===== config.mk =====
export PLATFORM = sky130hd
export DESIGN_NAME = fp_mult_ctrl
export DESIGN_NICKNAME = d
export VERILOG_FILES = /design/src/rtl/fp_mult_ctrl.sv
export SDC_FILE = /design/constraint.sdc
export NUM_CORES = 1
export LEC_CHECK = 0
export BUFFER_PORTS_ARGS = -buffer_cell sky130_fd_sc_hd__buf_2
export CORE_ASPECT_RATIO = 0.5
export CORE_MARGIN = 2
export CORE_UTILIZATION = 45
export CTS_BUF_LIST = sky130_fd_sc_hd__clkbuf_4 sky130_fd_sc_hd__clkbuf_8 sky130_fd_sc_hd__clkbuf_16
export DETAILED_ROUTE_END_ITERATION = 10
export HOLD_SLACK_MARGIN = 0.12
export PLACE_DENSITY = 0.77
export RECOVER_POWER = 25
export SLEW_MARGIN = 25
export SYNTH_ARGS = -nofsm -noshare
export SYNTH_HDL_FRONTEND = slang
export SYNTH_SLANG_ARGS = --single-unit

===== constraint.sdc =====
create_clock -name clk -period 4.8 [get_ports clk]
set_input_delay 0.96 -clock clk [delete_from_list [all_inputs] [get_ports clk]]
set_output_delay 0.96 -clock clk [all_outputs]
set_load 0.02 [all_outputs]

===== src/rtl/fp_mult_ctrl.sv =====
// fp_mult_ctrl: issue/capture stage holding operands on a multicycle FP32 multiplier and handshaking its result
module fp_mult_ctrl #(
  parameter int CALC_CYCLES = 2,
  parameter int CNT_W = 16
) (
  input  logic             clk,
  input  logic             rst,
  input  logic             in_valid,
  output logic             in_ready,
  input  logic [31:0]      in_a,
  input  logic [31:0]      in_b,
  output logic [31:0]      mul_a,
  output logic [31:0]      mul_b,
  input  logic [31:0]      mul_result,
  input  logic             mul_overflow,
  input  logic             mul_underflow,
  output logic             out_valid,
  input  logic             out_ready,
  output logic [31:0]      out_result,
  output logic             out_overflow,
  output logic             out_underflow,
  output logic             sticky_over,
  output logic             sticky_under,
  input  logic             clr_sticky,
  output logic [CNT_W-1:0] op_count,
  output logic             busy
);
  typedef enum logic [1:0] {IDLE, CALC, DONE} state_t;
  state_t state, state_nx;
  logic [3:0] cnt;
  logic accept, capture, retire;
  assign retire = state == DONE && out_ready;
  assign in_ready = state == IDLE || retire;
  assign accept = in_valid && in_ready;
  assign capture = state == CALC && cnt == 4'd0;
  assign busy = state != IDLE;
  // state register
  always_ff @(posedge clk or posedge rst)
    if (rst) state <= IDLE;
    else state <= state_nx;
  // next state: accept wins over retire so a waiting pair issues on the retiring edge
  always_comb begin
    state_nx = state;
    state_nx = accept ? CALC : capture ? DONE : retire ? IDLE : state;
  end
  // operand issue, hold countdown, result capture, sticky flags and op counter
  always_ff @(posedge clk or posedge rst)
    if (rst) begin
      mul_a <= '0;
      mul_b <= '0;
      cnt <= '0;
      out_result <= '0;
      out_overflow <= 1'b0;
      out_underflow <= 1'b0;
      out_valid <= 1'b0;
      sticky_over <= 1'b0;
      sticky_under <= 1'b0;
      op_count <= '0;
    end else begin
      if (accept) begin
        mul_a <= in_a;
        mul_b <= in_b;
        cnt <= 4'(CALC_CYCLES - 1);
      end else if (state == CALC && cnt != 4'd0) cnt <= cnt - 4'd1;
      if (capture) begin
        out_result <= mul_result;
        out_overflow <= mul_overflow;
        out_underflow <= mul_underflow;
        out_valid <= 1'b1;
        op_count <= op_count + CNT_W'(1);
      end else if (retire) out_valid <= 1'b0;
      sticky_over <= (sticky_over & ~clr_sticky) | (capture & mul_overflow);
      sticky_under <= (sticky_under & ~clr_sticky) | (capture & mul_underflow);
    end
endmodule

==> results.sh <==
export IMPL_antenna_found_initial=0
export IMPL_worstMarginPinSlew_ns=1.97
export IMPL_cap_viol_max_count=2
export IMPL_synth_area_um2=4800
export IMPL_cts_buffer_depth=2
export IMPL_synth_simple_area_share=0.140
export IMPL_ys_ff_latch=123
export IMPL_start_kind="input pin"
export IMPL_min_period_ns=2.86
export IMPL_grt_pass1_wl_um=17700
export IMPL_hold_buffers=0
export IMPL_synth_area_leaders="dfrtp_1 64%, mux2_2 15%, nand2_1 9.1%"
export IMPL_coreArea_um2=10300
export IMPL_synth_fa_ha_area_frac=0.00522
export IMPL_crit_type="input pin to asynchronous set/reset pin"
export IMPL_ys_types=32
export IMPL_clock_fmax_ghz=0.349
export IMPL_hpwl_um=7940
export IMPL_firstDrtPassIters=6
export IMPL_cts_tree="built"
export IMPL_rows=26
export IMPL_post_route_period_util=0.596
export IMPL_clk_pin_slew_worst_paths_ns=0.05
export IMPL_powerDensity_nw_per_um2=742
export IMPL_drcViolationCount=0
export IMPL_max_vdd_ir_drop_uv=334
export IMPL_routed_wl_um=11000
export IMPL_violations="max-capacitance violations, max-slew violations"
export IMPL_grt_max_degree=46
export IMPL_ant_nets=0
export IMPL_nNetsFinal=726
export IMPL_rsz0062_at_grt="false"
export IMPL_clock_root_buffer="clkbuf_16"
export IMPL_track_usage=0.199
export IMPL_netlist_top_cell_by_area="dfrtp_1"
export IMPL_drt_iter0_markers=147
export IMPL_initial_utilization=0.467
export IMPL_synth_fp_nets=497
export IMPL_cp_arrival_ns=3.21
export IMPL_cts_resized=0
export IMPL_clock_skew_ns=0.0129
export IMPL_synth_top_family_by_area="multiplexers"
export IMPL_grt_pass1_vias=3622
export IMPL_setup_tns_ns=0
export IMPL_syn_to_final_growth_pct=38.7
export IMPL_drive_above_1_share=0.517
export IMPL_dpl_cell_area_um2=6040
export IMPL_worstPathMaxFanout=45
export IMPL_run_status="complete, but fails checks"
export IMPL_die_y_um=77.0
export IMPL_p_leak_nw=3.50
export IMPL_gp_congestion=0.808
export IMPL_maxSlewViolCount=84
export IMPL_wl_per_cell_um=14.2
export IMPL_post_cts_buffers=0
export IMPL_min_from="op_count[15]"
export IMPL_netlist_instances=392
export IMPL_ys_warn_count=0
export IMPL_die_area_um2=11600
export IMPL_design_area_um2=6650
export IMPL_synth_area_per_cell_um2=12.2
export IMPL_insertion_delay_ns=0.39
export IMPL_vias=3565
export IMPL_numCtsBuffers=17
export IMPL_h_tree_depth=4
export IMPL_muxShareOfSynthArea=0.150
export IMPL_io_buffers=221
export IMPL_synth_compound_area_frac=0.00730
export IMPL_grt_ovfl_total=0
export IMPL_hold_viol=0
export IMPL_finalSetupViolCount=0
export IMPL_seq_area_frac_synth=0.642
export IMPL_slew_headroom=-0.321
export IMPL_hold_class="register to register"
export IMPL_viasPerCell=4.62
export IMPL_rr_startpoint="cnt[0]"
export IMPL_crit_required_ns=5.15
export IMPL_cp_startpoint="rst"
export IMPL_critPathCaptureType="asynchronous set/reset pin"
export IMPL_synth_top_area_frac=0.642
export IMPL_clock_sinks=123
export IMPL_dieWidth_um=150
export IMPL_n_antenna_cell=0
export IMPL_ios=222
export IMPL_synth_xor_area_frac=0.0329
-- cells in the final DEF (no fill, tap or decap), drive strengths merged, types with 3 or more instances in the layout --
cell type | Yosys | final
buf | 9 | 224
dfrtp | 123 | 123
nand2 | 116 | 116
mux2 | 64 | 64
clkbuf | 7 | 25
xnor2 | 11 | 11
nor2 | 11 | 11
nand3 | 7 | 7
inv | 8 | 7
xor2 | 7 | 7
and3 | 4 | 4
nor3 | 4 | 4
o21ai | 3 | 3
bufinv | 0 | 3
clkinv | 0 | 3
-- sequential cells by signal, summed over array words and instances (netlist names), 2 cells and up --
| name | cells |
|---|---|
| mul_a | 32 |
| state | 2 |
| out_result | 32 |
| cnt | 4 |
| op_count | 16 |
| mul_b | 32 |
-- path summary, 6_finish.rpt --
kind | endpoint | slack, ns | cells past startpoint
min in group asynchronous | mul_b[30] | 1.07 | 2
min | op_count[15] | 0.46 | 1
max | mul_b[17] | 1.94 | 3
max in group clk | mul_a[0] | 2.16 | 6
max reg2reg | out_result[21] | 2.37 | 7
min reg2reg | op_count[15] | 0.46 | 1
-- synthesized netlist by cell type --
cell	number
clkbuf_1	7
nor2b_1	1
buf_6	1
dfrtp_1	123
nor4_1	1
nor3_1	2
nand4_1	1
a21o_1	1
nand2b_1	2
a21oi_1	1
ha_1	2
nor4_2	1
buf_2	8
and3_1	4
nor3b_1	1
and4_1	1
mux2_2	64
xor2_1	7
nand2_1	116
nor3_4	1
inv_1	8
nand3b_1	1
or3b_1	1
or2_2	1
and2_1	1
xnor2_1	11
a211oi_1	1
or4_4	1
nor3_2	1
nor2_1	11
nand3_1	7
o21ai_0	3
-- where the power goes --
group / total (W) / leakage (nW) / internal [W] / switching [W]
Sequential: 0.00176 / 1.50 / 0.00151 / 0.000250
Clock: 0.00130 / 0.304 / 0.000883 / 0.000418
Combinational: 0.00188 / 1.70 / 0.000734 / 0.00114
-- through the flow --
step / std cells / worst slack [ns] / utilization / total power, W / hold slack, ns
after global routing: 772 / 1.44 / 0.647 / 0.00525 / 0.483
final: 772 / 1.94 / 0.647 / 0.00494 / 0.463
after floorplan: 392 / 0.569 / - / 0.00299 / 0.514
after CTS: 772 / 2.17 / 0.648 / 0.00500 / 0.470
after global placement: 742 / 1.79 / 0.588 / 0.00360 / 0.453
after detailed placement: 742 / 1.75 / 0.588 / 0.00368 / 0.457
-- cell families after synthesis --
family / after synthesis
simple gates: 155
mux: 64
flops: 123
compound gates: 6
fa+ha+maj: 2
xor+xnor: 18
buf+inv: 24
-- layer usage --
layer	global-route usage	part of all wire
met5	0	0
met4	0.0849	0.020
met3	0.0512	0.044
met2	0.357	0.53
met1	0.226	0.40
-- area by class of cell --
class                           count  area [um^2]
Tap cell                          140          175
Clock inverter                      7          113
Clock buffer                       23          502
Timing Repair Buffer              226         1140
Fill cell                         811         3630
Inverter                            8         31.3
Sequential cell                   123         3080
Multi-Input combinational cell    245         1620
-- worst max-delay path, cell delays in order --
cell	delay, ns
buf_2	0.10
clkinvlp_2	1.12
clkbuf_2	0.98
Note: power is estimated with default switching activity, not from simulation.
